===== src/rtl/pmem_loader.sv =====
// Streaming program-memory loader: parses a counted, XOR-checksummed byte frame,
// writes 16-bit words into program memory and releases the core on a clean load.
//
// state   | meaning
// --------+---------------------------------------------------------------
// IDLE    | one-cycle settle after reset release
// CNT_HI  | waiting for word-count high byte
// CNT_LO  | waiting for word-count low byte; range-checks N
// DATA_HI | waiting for instruction high byte
// DATA_LO | waiting for instruction low byte; issues the memory write
// CHECK   | waiting for checksum byte
// RUN     | frame accepted, core released (terminal)
// ERROR   | frame rejected (terminal)
module pmem_loader #(
    parameter int PMEM_ADDR_WIDTH = 12,
    parameter int PMEM_WORD_WIDTH = 16,
    parameter int PMEM_NUM_WORDS  = 2048,
    parameter int PC_INCREMENT    = 2
) (
    input  logic                       clock,
    input  logic                       reset,
    input  logic                       in_valid,
    input  logic [7:0]                 in_byte,
    output logic                       out_ready,
    output logic                       out_pmem_we,
    output logic [PMEM_ADDR_WIDTH-1:0] out_pmem_addr,
    output logic [PMEM_WORD_WIDTH-1:0] out_pmem_word,
    output logic                       out_core_reset,
    output logic                       out_done,
    output logic                       out_error
);

    typedef enum logic [2:0] {
        S_IDLE    = 3'd0,
        S_CNT_HI  = 3'd1,
        S_CNT_LO  = 3'd2,
        S_DATA_HI = 3'd3,
        S_DATA_LO = 3'd4,
        S_CHECK   = 3'd5,
        S_RUN     = 3'd6,
        S_ERROR   = 3'd7
    } state_t;

    localparam logic [16:0]                MAX_WORDS = 17'(PMEM_NUM_WORDS);
    localparam logic [PMEM_ADDR_WIDTH-1:0] ADDR_STEP = PMEM_ADDR_WIDTH'(PC_INCREMENT);

    state_t                     r_state;
    logic [15:0]                r_count;
    logic [15:0]                r_index;
    logic [7:0]                 r_hi;
    logic [7:0]                 r_csum;
    logic [PMEM_ADDR_WIDTH-1:0] r_addr;

    logic        w_accept;
    logic [15:0] w_count;
    logic [15:0] w_index_nxt;
    logic [7:0]  w_csum_nxt;

    assign w_accept    = in_valid & out_ready;
    assign w_count     = {r_count[15:8], in_byte};
    assign w_index_nxt = r_index + 16'd1;
    assign w_csum_nxt  = r_csum ^ in_byte;

    // out_ready is registered, so every transition sets it for the state being entered.
    always_ff @(posedge clock or posedge reset) begin
        if (reset) begin
            r_state        <= S_IDLE;
            r_count        <= '0;
            r_index        <= '0;
            r_hi           <= '0;
            r_csum         <= '0;
            r_addr         <= '0;
            out_ready      <= 1'b0;
            out_pmem_we    <= 1'b0;
            out_pmem_addr  <= '0;
            out_pmem_word  <= '0;
            out_core_reset <= 1'b1;
            out_done       <= 1'b0;
            out_error      <= 1'b0;
        end else begin
            out_pmem_we <= 1'b0;
            case (r_state)
                S_IDLE: begin
                    r_state   <= S_CNT_HI;
                    out_ready <= 1'b1;
                end
                S_CNT_HI: begin
                    if (w_accept) begin
                        r_count[15:8] <= in_byte;
                        r_csum        <= w_csum_nxt;
                        r_state       <= S_CNT_LO;
                    end
                end
                S_CNT_LO: begin
                    if (w_accept) begin
                        r_count <= w_count;
                        r_csum  <= w_csum_nxt;
                        r_index <= '0;
                        r_addr  <= '0;
                        if (w_count == 16'd0) begin
                            r_state <= S_CHECK;
                        end else if ({1'b0, w_count} > MAX_WORDS) begin
                            r_state   <= S_ERROR;
                            out_ready <= 1'b0;
                            out_error <= 1'b1;
                        end else begin
                            r_state <= S_DATA_HI;
                        end
                    end
                end
                S_DATA_HI: begin
                    if (w_accept) begin
                        r_hi    <= in_byte;
                        r_csum  <= w_csum_nxt;
                        r_state <= S_DATA_LO;
                    end
                end
                S_DATA_LO: begin
                    if (w_accept) begin
                        out_pmem_we   <= 1'b1;
                        out_pmem_addr <= r_addr;
                        out_pmem_word <= PMEM_WORD_WIDTH'({r_hi, in_byte});
                        r_addr        <= r_addr + ADDR_STEP;
                        r_index       <= w_index_nxt;
                        r_csum        <= w_csum_nxt;
                        r_state       <= (w_index_nxt == r_count) ? S_CHECK : S_DATA_HI;
                    end
                end
                S_CHECK: begin
                    if (w_accept) begin
                        out_ready <= 1'b0;
                        r_csum    <= w_csum_nxt;
                        if (w_csum_nxt == 8'h00) begin
                            r_state        <= S_RUN;
                            out_core_reset <= 1'b0;
                            out_done       <= 1'b1;
                        end else begin
                            r_state   <= S_ERROR;
                            out_error <= 1'b1;
                        end
                    end
                end
                S_RUN, S_ERROR: begin
                    out_ready <= 1'b0;
                end
                default: begin
                    r_state   <= S_ERROR;
                    out_ready <= 1'b0;
                    out_error <= 1'b1;
                end
            endcase
        end
    end

endmodule


===== config.mk =====
export PLATFORM = sky130hd
export DESIGN_NAME = pmem_loader
export DESIGN_NICKNAME = d
export VERILOG_FILES = /design/src/rtl/pmem_loader.sv
export SDC_FILE = /design/constraint.sdc
export NUM_CORES = 1
export LEC_CHECK = 0
export ABC_AREA = 1
export CAP_MARGIN = 20
export CORE_MARGIN = 2
export CORE_UTILIZATION = 52
export CTS_CLUSTER_SIZE = 14
export DETAILED_ROUTE_END_ITERATION = 16
export PLACE_DENSITY = 0.76
export SKIP_LAST_GASP = 1
export SLEW_MARGIN = 20
export SYNTH_ARGS = -nofsm -noshare
export SYNTH_HDL_FRONTEND = slang
export SYNTH_SLANG_ARGS = --single-unit

===== constraint.sdc =====
create_clock -name clock -period 3.1 [get_ports clock]
set_input_delay 0.62 -clock clock [delete_from_list [all_inputs] [get_ports clock]]
set_output_delay 0.62 -clock clock [all_outputs]
set_load 0.01 [all_outputs]

# Yosys cells after proc, flatten, opt, wreduce, memory -nomap -nowiden
# Index checks and enable logic that the tools add are counted.
[word_totals]
input_bits = 11
elab_cells = 86
out_inout_bits = 33
register_bits = 96
[op_classes]
magnitude_cmp = 1
add_sub_neg = 2
reduce_logical = 19
mux = 31
n_eq_ne = 16
bitwise = 3
[op_table]
columns = ["cell", "count"]
rows = [
  ["$mux W16", 2],
  ["$pmux W16 S2", 1],
  ["$mux W12", 2],
  ["$mux W3", 8],
  ["$pmux W12 S2", 1],
  ["$pmux W3 S6", 1],
  ["$add A16 B1 Y16 const B", 1],
  ["$eq A16 B16 Y1", 1],
  ["$gt A16 B12 Y1 const B", 1],
  ["$logic_not A16 Y1", 1],
  ["$ne A2 B2 Y1 const B", 8],
  ["$pmux W8 S2", 1],
  ["$add A12 B2 Y12 const B", 1],
  ["$eq A3 B3 Y1 const B", 4],
  ["$mux W1", 12],
  ["$reduce_and A6 Y1", 2],
  ["$reduce_and A3 Y1", 3],
  ["$logic_not A8 Y1", 1],
  ["$mux W8", 1],
  ["$reduce_and A2 Y1", 4],
  ["$xor A8 B8 Y8", 1],
  ["$eq A3 B2 Y1 const B", 2],
  ["$reduce_bool A6 Y1", 1],
  ["$reduce_and A5 Y1", 1],
  ["other kinds (10)", 11],
]

# Logic depth before layout (Yosys ltp)
# Gate-level depths: netlist of run 1.
[logic_depth]
word_depth = 5
ltp_mapped = 16
ltp_nobuf = 16

# Worst setup path before layout of run 1
# OpenSTA, ideal clock, no wires.
[synth_timing]
path_kind = "reg-to-reg"
from = "register r_index[0]"
to = "register r_state[1]"
arrival_time_ps = 1606
setup_slack_ps = 1377
setup_ps = 117
required_ps = 2983
path_stages_with_launch = 17
period_less_slack_ps = 1723
n_path_buf = 0
cell_sequence = "dfrtp_1 -> ha_1 -> nand2_1 -> nor2_4 -> nand2_1 -> nand2_1 -> nand2_1 -> nand2_1 -> nand2_1 -> nor2_1 -> nand3_1 -> nor2_1 -> nand2_1 -> nand2_1 -> nand2_1 -> nand2_1 -> nand2_1"
[synth_via]
elab_chain_len = 5
[synth_rtl]
columns = ["item", "line_no", "text"]
rows = [
  ["start: declaration", "49", "logic [15:0] r_index;"],
  ["start signal: assignment", "124", "r_index <= w_index_nxt;"],
  ["$add A16 B1 Y16", "61", "assign w_index_nxt = r_index + 16'd1;"],
  ["$eq A16 B16 Y1", "126", "r_state <= (w_index_nxt == r_count) ? S_CHECK : S_DATA_HI;"],
  ["$mux W3", "126", ""],
  ["$mux W3", "119", "if (w_accept) begin"],
  ["$pmux W3 S6", "82", "case (r_state)"],
  ["end signal: assignment", "126", ""],
  ["end: declaration", "47", "state_t r_state;"],
]
# No other way between the ends. The select of a mux whose other input is x is not followed.
# A chain may end at the register's enable or synchronous reset.

# Worst setup path in the final report of run 1
# Same ends and word-level chain as after synthesis.

==> results.cfg, run 1 <==
[logic_synthesis]
synth_top_area_share = 0.506
yosysSeqAreaShare = 0.511
synth_cell_type_count = 35
netlist_area_mm2 = 0.00460
avgSynthCellArea_um2 = 7.89
synth_area_leaders = dfrtp_1 (51%), nand2_1 (16%), o21ai_0 (7.0%)
ys_seq_elements = 94
synth_cells = 583
synth_area_leader_cell = dfrtp_1
synth_enable_flop_cells = 0
synth_ff_type = dfrtp_1
syn_nets = 596
synthArstFlopShare = 1.00
yosysWarningCount = 0

[pwr]
switchingPower_mw = 1.82
p_int_mw = 2.77
switching_share = 0.396
combinationalPowerShare = 0.353
ir_drop_v = 0.000492
p_leak_nw = 2.62
seqPwrFrac = 0.447
pwr_density_cell_mw_per_mm2 = 853
pwr-share-clk = 0.200

[clocking]
cts_tree = yes
clock_latency_ns = 0.37
root_buffer = clkbuf_8
clkTransAtPathRegs_ns = 0.09
cts-resized-gates = 0
ctsHoldBuffers = 0
cts.sinks = 94
htreeDepth = 3
cts_inserted_buffers = 9
cts_setup_buffers = 0
clockBufferDepth = 2

[finish]
areaGrowthSynthToFinish_pct = 16.9
layout_commonest_cell = nand2_1
final_util = 0.623
layout_common_cells = nand2_1 (197), dfrtp_1 (93), o21ai_0 (64), inv_1 (60), nand3_1 (43)
drive_above_1_share = 0.0821
fin_nets = 642
design_area_mm2 = 0.00538
num_antenna_cells = 0

[worst_setup_path]
crit_arrival_ns = 2.45
crit_type = reg2reg
path_max_fanout = 8
required_ns = 3.36
crit_path_start_kind = register
cp-end-kind = register

[drt]
drtIter0Drc = 336
wl_per_cell_um = 14.7
ant_nets = 0
drt_wl_total_um = 10900
viasPerCell = 5.39
drcViolationCount = 0
first_pass_iters = 7
vias = 3994

[sta]
fmax_mhz = 457
tightest_slew_ns = 0.569
rsz0062_at_grt = false
setup_viol = 0
finalSetupTns_ns = 0
skew_ns = 0.00720
hold_violations = 0
min_period_ns = 2.19
maxSlewHeadroom = 0.620
report.final.slew_viol_count = 0
fin_crit_sh = 0.705

[global_routing]
grt-ovfl-total = 0
grt_pass1_wl_um = 18500
grt_pass1_vias = 3889
grt_use_met1 = 0.319
grt_most_used_layer = met2
grt_max_degree = 36
antenna_found_initial = 0
use_met2 = 0.397
gr-usage-met3 = 0.0365
grtUsageTotal = 0.239

[die]
start_util = 0.533
die_h_um = 98.1
die_w_um = 98.1
io_pins = 44
dieArea_mm2 = 0.00962
rows = 34
fp.coreArea_mm2 = 0.00864

[placement]
gp_congestion = 0.970
dpl.hpwl_um = 7960
placed_area_mm2 = 0.00516
port_buffers = 42

[run_status]
outcome = finished clean

[min_path]
hp-class = reg2reg

[flow_run]
max_cap_violations = 0
[metrics by stage]
stage | power, mW | std cells | hold WS, ns | worst slack, ns
after global placement | 3.59 | 726 | 0.440 | 0.619
after floorplan | 3.11 | 583 | 0.449 | 0.0330
final | 4.59 | 741 | 0.474 | 0.914
after detailed placement | 3.67 | 726 | 0.456 | 0.606
after global routing | 4.93 | 741 | 0.490 | 0.769
after CTS | 4.59 | 741 | 0.476 | 0.948
[routing by layer]
layer  share of wire  wire length (um)  vias up
li1                -                 -     1960
met1            0.44              4780     1896
met2            0.50              5420      117
met3           0.045               486       21
met4           0.021               231        0
met5               0                 0        -
[power groups by stage]
stage / registers [mW] / clock network [mW] / logic, mW
after floorplan: 2.00 / 0 / 1.11
after global placement: 2.05 / 0 / 1.54
after detailed placement: 2.06 / 0 / 1.61
after CTS: 2.04 / 0.927 / 1.62
after global routing: 2.11 / 0.976 / 1.85
final: 2.05 / 0.918 / 1.62
[Yosys cell counts (all sizes together) (2+ instances only)]
cell type,instances
nand3,43
xnor2,3
buf,6
nand3b,3
nand4,13
a211oi,2
o22ai,6
o21ai,65
nor2,38
dfrtp,93
a21oi,8
clkbuf,8
xor2,7
ha,2
nand2,201
nor3,7
nor4,3
inv,68
[critical path, stage by stage (launching register included)]
cell and delay, ns:
dfrtp_1 0.43, ha_1 0.25, nand2_1 0.16, nor2_4 0.22, nand2_1 0.08, nand2_1 0.08, nand2_1 0.07, nand2_1 0.06
nand2_1 0.05, nor2_1 0.08, nand3_1 0.11, nor2_1 0.20, nand2_1 0.08, nand2_1 0.06, nand2_1 0.05, nand2_1 0.05
nand2_1 0.05
[final timing paths]
| kind | end | cells past startpoint | slack, ns | from |
|---|---|---|---|---|
| setup / recovery | r_state[1]$_DFFE_PP0P_ | 16 | 0.91 | r_index[0]$_DFFE_PP0P_ |
| hold / removal | out_core_reset$_DFFE_PP1P_ | 2 | 0.47 | out_core_reset$_DFFE_PP1P_ |
| setup reg to reg | r_state[1]$_DFFE_PP0P_ | 16 | 0.91 | r_index[0]$_DFFE_PP0P_ |
| hold reg to reg | out_core_reset$_DFFE_PP1P_ | 2 | 0.47 | out_core_reset$_DFFE_PP1P_ |
| max in group asynchronous | r_index[13]$_DFFE_PP0P_ | 3 | 1.92 | reset |
| min in group asynchronous | out_pmem_addr[5]$_DFFE_PP0P_ | 2 | 0.57 | reset |
[logic make-up (layout without fill, tap and decap cells)]
group                    count (synthesis)  after routing  share of synthesized area
other                                    1              1                   0.000815
AO/OA/AOI/OAI                           85             85                     0.0995
AND/OR/NAND/NOR                        309            309                      0.294
buffers and inverters                   82            132                     0.0693
flip-flops                              94             94                      0.511
adder cells (fa/ha/maj)                  2              2                    0.00544
XOR/XNOR                                10             10                     0.0190
[cell type report]
type / instances / area [um2]
clock buffers: 9 / 124
clock inverters: 6 / 93.8
fillers: 748 / 3260
inverters: 68 / 256
multi-input cells: 407 / 1930
flip-flops and latches: 94 / 2350
well taps: 108 / 135
repair buffers: 49 / 485
[flip-flops by register name, indices dropped and copies added, names as in the netlist]
register        cells
out_error           1
out_pmem_word      16
out_ready           1
r_count            16
out_core_reset      1
out_pmem_addr      11
r_hi                8
r_csum              8
out_pmem_we         1
r_state             3
out_done            1
r_addr             11
r_index            16
(Power assumes the default switching activity.)
==> inputs of run 2 (changes only) <==
CORE_UTILIZATION = 57   (was 52)
PLACE_DENSITY = 0.79   (was 0.76)
clock period = 2.2 ns   (was 3.1 ns; I/O delays follow)
==> results.cfg, run 2 (synthesis results as in run 1) <==
[run_status]
outcome = finished clean

[die]
io_pins = 44
die_h_um = 93.9
dieArea_mm2 = 0.00881
die_w_um = 93.9
fp.coreArea_mm2 = 0.00777
rows = 32
start_util = 0.592

[sta]
skew_ns = 0.0122
setup_viol = 0
rsz0062_at_grt = false
min_period_ns = 2.00
fin_crit_sh = 0.909
fmax_mhz = 500
finalSetupTns_ns = 0
hold_violations = 0
report.final.slew_viol_count = 0

[drt]
ant_nets = 0
first_pass_iters = 5
viasPerCell = 5.37
drcViolationCount = 0
drt_wl_total_um = 10700
wl_per_cell_um = 14.4
drtIter0Drc = 376
vias = 3978

[placement]
port_buffers = 42
gp_congestion = 0.906
placed_area_mm2 = 0.00522
dpl.hpwl_um = 8010

[clocking]
cts.sinks = 94
cts_inserted_buffers = 9
cts_tree = yes
clock_latency_ns = 0.37
ctsHoldBuffers = 0
htreeDepth = 3
clockBufferDepth = 2
clkTransAtPathRegs_ns = 0.09
root_buffer = clkbuf_8

[global_routing]
use_met2 = 0.432
grt_pass1_wl_um = 18300
grtUsageTotal = 0.269
grt-ovfl-total = 0
grt_max_degree = 35
grt_pass1_vias = 3873
antenna_found_initial = 0
grt_most_used_layer = met2
grt_use_met1 = 0.369
gr-usage-met3 = 0.0361

[worst_setup_path]
crit_type = reg2reg
crit_arrival_ns = 2.27
path_max_fanout = 4
required_ns = 2.47
cp-end-kind = register
crit_path_start_kind = register

[pwr]
ir_drop_v = 0.000761
switching_share = 0.389
pwr_density_cell_mw_per_mm2 = 1180
pwr-share-clk = 0.197
p_leak_nw = 2.65
p_int_mw = 3.93
combinationalPowerShare = 0.357
seqPwrFrac = 0.446
switchingPower_mw = 2.50

[min_path]
hp-class = in2async

[finish]
areaGrowthSynthToFinish_pct = 18.3
design_area_mm2 = 0.00545
fin_nets = 648
layout_commonest_cell = nand2_1
reg_top3 = out_pmem_word x16, r_count x16, r_index x16
layout_common_cells = nand2_1 (196), dfrtp_1 (93), o21ai_0 (64), inv_1 (60), nand3_1 (43)
drive_above_1_share = 0.0939
num_antenna_cells = 0
final_util = 0.701

[flow_run]
max_cap_violations = 0
## run 2: path summary, 6_finish.rpt
check                                           start                         end  slack [ns]  cells after the start
hold reg to reg            out_core_reset$_DFFE_PP1P_  out_core_reset$_DFFE_PP1P_        0.47                      2
max in group asynchronous                       reset     r_count[15]$_DFFE_PP0P_        1.24                      3
hold / removal                                  reset       r_csum[6]$_DFFE_PP0P_        0.45                      2
min in group clock         out_core_reset$_DFFE_PP1P_  out_core_reset$_DFFE_PP1P_        0.47                      2
setup reg to reg               r_index[0]$_DFFE_PP0P_      r_state[1]$_DFFE_PP0P_        0.20                     14
setup / recovery               r_index[0]$_DFFE_PP0P_      r_state[1]$_DFFE_PP0P_        0.20                     14
## run 2: critical path, stage by stage, from the launching register on
cell,delay [ns]
dfrtp_1,0.42
ha_2,0.23
nand3_1,0.14
nor2_1,0.25
nand2_1,0.08
nand3_1,0.09
nand3_1,0.08
nor2_1,0.13
nand3_1,0.08
nor2_1,0.12
nand2_1,0.07
nand2_1,0.05
nand2_1,0.04
nand2_1,0.05
nand2_1,0.04
## run 2: layout make-up
type                    instances  area [um2]
clock buffers                   9         124
inverters                      68         259
clock inverters                 6        91.3
fillers                       641        2320
multi-input cells             407        1930
repair buffers                 55         556
well taps                     102         128
flip-flops and latches         94        2350
## run 2: routing by layer
layer  up-vias  part of all wire
li1       1981                 -
met1      1858              0.44
met2       115              0.49
met3        24             0.042
met4         0             0.028
met5         -                 0
## run 2: timing repair
| item | CTS | global route |
|---|---|---|
| setup buffers | 0 | 1 |
| gates resized for setup | 0 | 2 |
| setup endpoints to repair | 0 | 2 |
## run 2: power by group through the flow
| stage | clock network, mW | logic, mW | registers, mW |
|---|---|---|---|
| after floorplan | 0 | 1.57 | 2.82 |
| after global placement | 0 | 2.21 | 2.86 |
| after detailed placement | 0 | 2.28 | 2.89 |
| after CTS | 1.29 | 2.29 | 2.86 |
| after global routing | 1.35 | 2.65 | 2.95 |
| final | 1.27 | 2.30 | 2.87 |
## run 2: per-stage QoR
stage / cells / total power, mW / setup WS (ns) / hold WS [ns]
after detailed placement: 725 / 5.17 / 0.0183 / 0.459
after CTS: 740 / 6.45 / 0.193 / 0.452
after global routing: 741 / 6.96 / 0.0226 / 0.480
final: 741 / 6.44 / 0.201 / 0.447
after global placement: 725 / 5.07 / 0.0377 / 0.442
after floorplan: 583 / 4.38 / 0.477 / 0.449
